## src/rtl/issue_hazard_ctrl.sv

```systemverilog
// Dual-issue hazard scheduler: per-register countdown scoreboard that gates issue
// so every dependent finds its producer within reach of the forwarding network.
module issue_hazard_ctrl #(
   parameter int REG_NUM = 32,
   parameter int LAT_W   = 2
) (
   input  logic                    clk,
   input  logic                    rst_n,
   input  logic [1:0]              issue_valid_i,
   input  logic [1:0][1:0][4:0]    rs_i,
   input  logic [1:0][4:0]         rd_i,
   input  logic [1:0][LAT_W-1:0]   lat_i,
   input  logic                    pipe_advance_i,
   input  logic                    flush_i,
   output logic [1:0]              issue_grant_o,
   output logic                    stall_o,
   output logic [REG_NUM-1:0]      busy_o
);

   logic [LAT_W-1:0] cnt [REG_NUM];
   logic [3:0]       src_rdy;
   logic             raw1;

   always_comb begin
      src_rdy = '0;
      for (int s = 0; s < 2; s++) begin
         for (int k = 0; k < 2; k++) begin
            // cnt[0] is held at zero, so a zero index always reads as ready
            src_rdy[2*s+k] = (cnt[rs_i[s][k]] == '0);
         end
      end

      raw1 = ((rs_i[1][0] != 5'd0) && (rs_i[1][0] == rd_i[0])) ||
             ((rs_i[1][1] != 5'd0) && (rs_i[1][1] == rd_i[0]));

      issue_grant_o    = '0;
      issue_grant_o[0] = issue_valid_i[0] && pipe_advance_i && !flush_i &&
                         src_rdy[0] && src_rdy[1];
      issue_grant_o[1] = issue_grant_o[0] && issue_valid_i[1] &&
                         src_rdy[2] && src_rdy[3] && !raw1;

      stall_o = (issue_valid_i[0] && !issue_grant_o[0]) ||
                (issue_valid_i[1] && !issue_grant_o[1]);
   end

   always_ff @(posedge clk or negedge rst_n) begin
      if (!rst_n) begin
         for (int r = 0; r < REG_NUM; r++) begin
            cnt[r] <= '0;
         end
      end else begin
         cnt[0] <= '0;
         for (int r = 1; r < REG_NUM; r++) begin
            if (flush_i) begin
               cnt[r] <= '0;
            end else if (issue_grant_o[1] && (rd_i[1] == 5'(r))) begin
               // younger slot wins a same-bundle WAW
               cnt[r] <= lat_i[1];
            end else if (issue_grant_o[0] && (rd_i[0] == 5'(r))) begin
               cnt[r] <= lat_i[0];
            end else if (pipe_advance_i && (cnt[r] != '0)) begin
               cnt[r] <= cnt[r] - 1'b1;
            end
         end
      end
   end

   always_comb begin
      busy_o = '0;
      for (int r = 0; r < REG_NUM; r++) begin
         busy_o[r] = (cnt[r] != '0);
      end
   end

endmodule

```

## config.mk

```make
export PLATFORM = sky130hd
export DESIGN_NAME = issue_hazard_ctrl
export DESIGN_NICKNAME = d
export VERILOG_FILES = /design/src/rtl/issue_hazard_ctrl.sv
export SDC_FILE = /design/constraint.sdc
export NUM_CORES = 1
export LEC_CHECK = 0
export ABC_CLOCK_PERIOD_IN_PS = 3400
export BUFFER_PORTS_ARGS = -buffer_cell sky130_fd_sc_hd__buf_4
export CORE_MARGIN = 4
export CORE_UTILIZATION = 25
export CTS_CLUSTER_SIZE = 12
export DETAILED_ROUTE_END_ITERATION = 10
export MAX_ROUTING_LAYER = met4
export PLACE_DENSITY = 0.52
export SETUP_SLACK_MARGIN = 0.3
export SLEW_MARGIN = 5
export SYNTH_ARGS = -nofsm -noshare
export SYNTH_HDL_FRONTEND = slang
export SYNTH_SLANG_ARGS = --single-unit
```

## constraint.sdc

```tcl
create_clock -name clk -period 3.4 [get_ports clk]
set_input_delay 0.17 -clock clk [delete_from_list [all_inputs] [get_ports clk]]
set_output_delay 0.17 -clock clk [all_outputs]
set_load 0.005 [all_outputs]
```

* After elaboration in Yosys (flattened, before gate mapping)
Cells that the tools add are included.
** Storage, ports and cells
- Flip-flop bits (word level) :: 62
- Bits in latches :: 0
- Bits in writable memories :: 0
- Bits in read-only memories :: 0
- Input bits :: 40
- Output and inout port bits :: 35
- Logic and storage cells :: 449
- Memories :: 0
** Operators by class
- Add/sub/neg operators :: 31
- Multipliers :: 0
- Divide/modulo/power cells :: 0
- Magnitude comparators :: 4
- Equality and inequality tests :: 64
- Shift operators :: 0
- Multiplexer cells :: 136
- Bitwise logic cells :: 4
- Reductions and logical operators :: 179
** Operator list (count)
- 2-bit two-way mux :: 132
- 5-bit equality test, second input constant :: 32
- 4-bit nonzero test :: 31
- 1-bit logical AND :: 105
- 5-bit by 4-bit equality test with 1-bit output, second input constant :: 16
- 2-bit nonzero test :: 31
- 2-bit by 1-bit subtractor with 2-bit output, second input constant :: 31
- 2-bit binary-select mux with 5-bit select :: 4
- 5-bit by 3-bit equality test with 1-bit output, second input constant :: 8
- 6-bit >= comparator, second input constant :: 4
- 5-bit NOT with 6-bit output :: 4
- 5-bit by 2-bit equality test with 1-bit output, second input constant :: 4
- 5-bit by 1-bit equality test with 1-bit output, second input constant :: 2
- 5-bit equality test :: 2
- 5-bit nonzero test :: 2
- 2-bit zero test :: 4
- 1-bit zero test :: 4
- 1-bit logical OR :: 2

* Longest topological paths before layout
- Depth after elaboration :: 14
- Mapped depth :: 14

* Worst setup path after synthesis
OpenSTA, ideal clock, no wires.
- Path type :: flip-flop to flip-flop
- From :: register cnt[46] in the netlist's numbering
- To :: register cnt[29] in the netlist's numbering
- Data arrival time :: 2.635 ns
- Required time :: 3.275 ns
- Slack :: 0.640 ns
- Stages on the path, launching flop included :: 11
- Path through :: dfrtp_1 -> nor2_1 -> mux4_1 -> nor4b_1 -> or3_4 -> nor3b_4 -> nand4_2 -> buf_6 -> buf_6 -> nor4_2 -> mux2_2
** Between the ends
- Cells in the longest elaborated chain, start to end :: 13
** RTL lines
- start: declaration :: RTL line 20 : logic [LAT_W-1:0] cnt [REG_NUM];
- start signal: indexed assignment :: RTL line 58 : cnt[r] <= lat_i[1];
- start signal: indexed assignment :: RTL line 60 : cnt[r] <= lat_i[0];
- start signal: indexed assignment :: RTL line 62 : cnt[r] <= cnt[r] - 1'b1;
- 2-bit binary-select mux with 5-bit select :: RTL line 29 : src_rdy[2*s+k] = (cnt[rs_i[s][k]] == '0);
- 2-bit two-way mux (not written as such) (2 in series) :: RTL line 29
- 2-bit zero test :: RTL line 29
- 1-bit logical AND :: RTL line 37 : issue_grant_o[0] = issue_valid_i[0] && pipe_advance_i && !flush_i &&
- 1-bit logical AND :: RTL line 38 : src_rdy[0] && src_rdy[1];
- 1-bit logical AND (2 in series) :: RTL line 39 : issue_grant_o[1] = issue_grant_o[0] && issue_valid_i[1] &&
- 1-bit logical AND (2 in series) :: RTL line 40 : src_rdy[2] && src_rdy[3] && !raw1;
- 1-bit logical AND :: RTL line 56 : end else if (issue_grant_o[1] && (rd_i[1] == 5'(r))) begin
- 2-bit two-way mux :: RTL line 56
- 2-bit two-way mux :: RTL line 54 : if (flush_i) begin
Parallel ways exist; a longest one is shown, timed or not. The select of a mux whose other input is x is not followed.
A chain may end at the register's enable or synchronous reset.

* Worst setup path in the final report
- From :: register cnt[30] in the netlist's numbering
- To :: output stall_o
** Between the ends
- Cells in the longest elaborated chain, start to end :: 13
** RTL lines
- 2-bit binary-select mux with 5-bit select :: RTL line 29
- 2-bit two-way mux (not written as such) (2 in series) :: RTL line 29
- 2-bit zero test :: RTL line 29
- 1-bit logical AND :: RTL line 37
- 1-bit logical AND :: RTL line 38
- 1-bit logical AND (2 in series) :: RTL line 39
- 1-bit logical AND (2 in series) :: RTL line 40
- 1-bit zero test :: RTL line 43 : (issue_valid_i[1] && !issue_grant_o[1]);
- 1-bit logical AND :: RTL line 43
- 1-bit logical OR (*) :: RTL line 42 : stall_o = (issue_valid_i[0] && !issue_grant_o[0]) ||
- end: declaration :: RTL line 16 : output logic stall_o,
Every way passes the cells marked *; elsewhere a longest branch is shown, timed or not. The select of a mux whose other input is x is not followed.

==> impl_metrics.yaml <==
routing:
  route.antenna.remaining_nets: 0
  drtPass1Iterations: 5
  num_vias: 7365
  vias_per_cell: 5.35
  drt_iter0_markers: 722
  wl_um: 29000
  wire_per_inst_um: 21.1
  route.detailed.drc: 0
timing:
  drv_slew: 0
  setup_violations: 0
  worst_pin_slew_ns: 1.07
  finClkSkew_ns: 0.0112
  max_freq_mhz: 329
  setup_ws_ns: 0.360
  timing.final.crit_share_pct: 89.4
  grt_setup_unrepaired: "yes"
  relSlewSlack_pct: 28.7
  layout_min_cycle_time_ns: 3.04
  fin_tns_setup_ns: 0
  finalHoldViolations: 0
cells_and_area:
  multi_input_area_sq_um: 5080
  reg.largest.list: "cnt x62"
  n_antenna_cell: 0
  drive_above_1_share_pct: 20.6
  n_fill_cell: 3061
  nNetsFinal: 1065
  largest_reg_flops: 62
  areaGrowthSynthToFinish_pct: 22.1
  largest_register: "cnt"
  fin_cells: 1377
  seq_area_sq_um: 1550
  utilization_pct: 31.3
worst_setup_path:
  cp-start-kind: "flop"
  required_ns: 3.23
  end_kind: "primary output"
  r2r_slack_ns: 0.37
  path_class: "flop to primary output"
  crit_fanout: 10
  startpoint: "cnt[30]"
  cp-endpoint: "stall_o"
  reg2reg_from: "cnt[32]"
  r2r-end: "cnt[47]"
  cp.arrival_ns: 2.87
  r2r_cells: 11
job:
  max_cap_violations: 0
logic_synthesis:
  ys_warn_count: 0
  netlist_area_sq_um: 7200
  synth_top_area_share_pct: 21.5
  synth-compound-area-share_pct: 16.0
  synth_mux_area_share_pct: 16.7
  synth_flop_cell: "dfrtp_1"
  yosysUniqueCellTypes: 81
  synth_edf_count: 0
  seq_area_frac_synth_pct: 21.5
  synthArstFlopShare_pct: 100
  synth_fa_ha_area_share_pct: 5.39
  synth_area_leader_cell: "dfrtp_1"
  synthTopCellsByCount: "inv_1 (108), nor2_1 (106), dfrtp_1 (62), mux2i_1 (61), nand2_1 (59)"
  synth_cells: 930
  synthTopCellsByArea: "dfrtp_1 (22%), mux2i_1 (8.5%), mux4_2 (5.9%), inv_1 (5.6%), nor2_1 (5.5%)"
  yosys.area_share.simple_pct: 26.9
  synth_most_common_cell: "inv_1"
  ys_ff_latch: 62
  synth_xor_area_share_pct: 3.77
  avgSynthCellArea_sq_um: 7.74
  syn_nets: 1001
  synth_top_family_by_area: "simple AND/OR/NAND/NOR gates"
power_and_ir_drop:
  power.leakage_nw: 3.84
  peakVddDrop_uv: 230
  power_density_nw_per_um2: 514
  power_mw: 4.52
clock_network:
  clk_pin_slew_ns: 0.05
  worstSkewPairLatency_ns: 0.35
  htree_levels: 3
  numCtsBuffers: 9
  cts_root_buf: "clkbuf_16"
  cts_tree: "built"
  cts_sinks: 62
  cts_buffer_depth: 2
floorplanning:
  dieArea_sq_um: 31600
  pin_count: 75
  initial_core_util_pct: 25.6
  placementRows: 61
  die_x_um: 178
  coreArea_sq_um: 28100
  fp.dieH_um: 178
global_route:
  grt_pass1_vias: 7258
  track_usage_pct: 18.8
  grt_max_degree: 68
  grt_pass1_wl_um: 44200
  grt_overflow: 0
  antenna_found_initial: 0
min_path:
  holdPathStages: 3
  hold_class: "primary input to flop"
placement:
  finalWeightedCongestion: 0.973
  dp_slack_ns: 0.0819
  io_buffer_count: 73
  post-dp-hpwl_um: 21600
  dp_cells: 1348
outcome:
  status: "finished clean"
kinds of logic after synthesis:
kind of cell               count (synthesis)
AOI/OAI and AO/OA                        170
muxes                                     93
buffers and inverters                    175
xor gates and xnor gates                  31
and+or+nand+nor                          367
adders and majority gates                 31
DFF                                       62
other                                      1
routing by layer:
layer,track usage [%],vias up,part of all wire [%]
met4,5.96,0,2.8
met3,3.34,58,6.9
met2,28.8,301,45
li1,-,3444,-
met5,-,-,0
met1,25.4,3562,45
layout make-up:
| type | instances | share of cell area (%) |
|---|---|---|
| Sequential cell | 62 | 17.6 |
| Multi-Input combinational cell | 693 | 57.8 |
| Clock buffer | 12 | 2.92 |
| Clock inverter | 4 | 0.512 |
| Timing Repair Buffer | 118 | 11.1 |
| Tap cell | 378 | 5.38 |
| Inverter | 110 | 4.69 |
critical path, cell delays in order (launching register included):
cell and delay (ns):
dfrtp_1 0.44, nor3_1 0.26, a2111oi_0 0.11, o41ai_1 0.40
o21ai_1 0.14, a22oi_2 0.28, buf_4 0.18, buf_12 0.13
nand2_4 0.07, buf_4 0.16, a22o_1 0.22, buf_4 0.14
metrics by stage:
stage | hold slack, ns | area [sq um]
after floorplan | -0.126 | 7200
after global placement | 0.346 | 8200
after detailed placement | 0.352 | 8200
after CTS | 0.191 | 8570
after global routing | 0.215 | 8790
final | 0.205 | 8790
power breakdown:
group          leakage, nW  switching [mW]  internal, mW  total [mW]
Clock                0.152           0.369         0.604       0.973
Combinational         2.85            1.28          1.17        2.45
Sequential           0.838           0.196         0.903        1.10
Total                 3.84            1.85          2.68        4.52
worst min-delay path by stage:
| stage | startpoint | end | slack, ns |
|---|---|---|---|
| after floorplan | rst_n | cnt[0] | -0.13 |
| after global placement | rst_n | cnt[44] | 0.35 |
| after detailed placement | rst_n | cnt[44] | 0.35 |
| after CTS | lat_i[2] | cnt[8] | 0.19 |
| after global routing | lat_i[2] | cnt[8] | 0.22 |
| final | lat_i[2] | cnt[8] | 0.21 |
cell usage in the layout (no fill, tap or decap), drive strengths merged, types with 20 or more instances in the layout:
master	Yosys	layout
nor3	33	33
mux2i	61	61
inv	109	109
nor4	21	21
xnor2	27	27
mux4	20	20
a21oi	37	37
buf	23	116
o21ai	37	37
nor2b	22	22
nor2	108	108
nand2	59	59
ha	31	31
nand3	39	39
nand4	26	26
dfrtp	62	62
repair_timing:
item | in CTS | in global routing
hold buffers | 1 | 0
setup buffers | 0 | 11
hold endpoints to repair | 54 | 0
resized for setup | 17 | 20
pin swaps | 0 | 5
cloned | 0 | 1
endpoints found under the setup margin | 25 | 49
(Power assumes the default switching activity.)
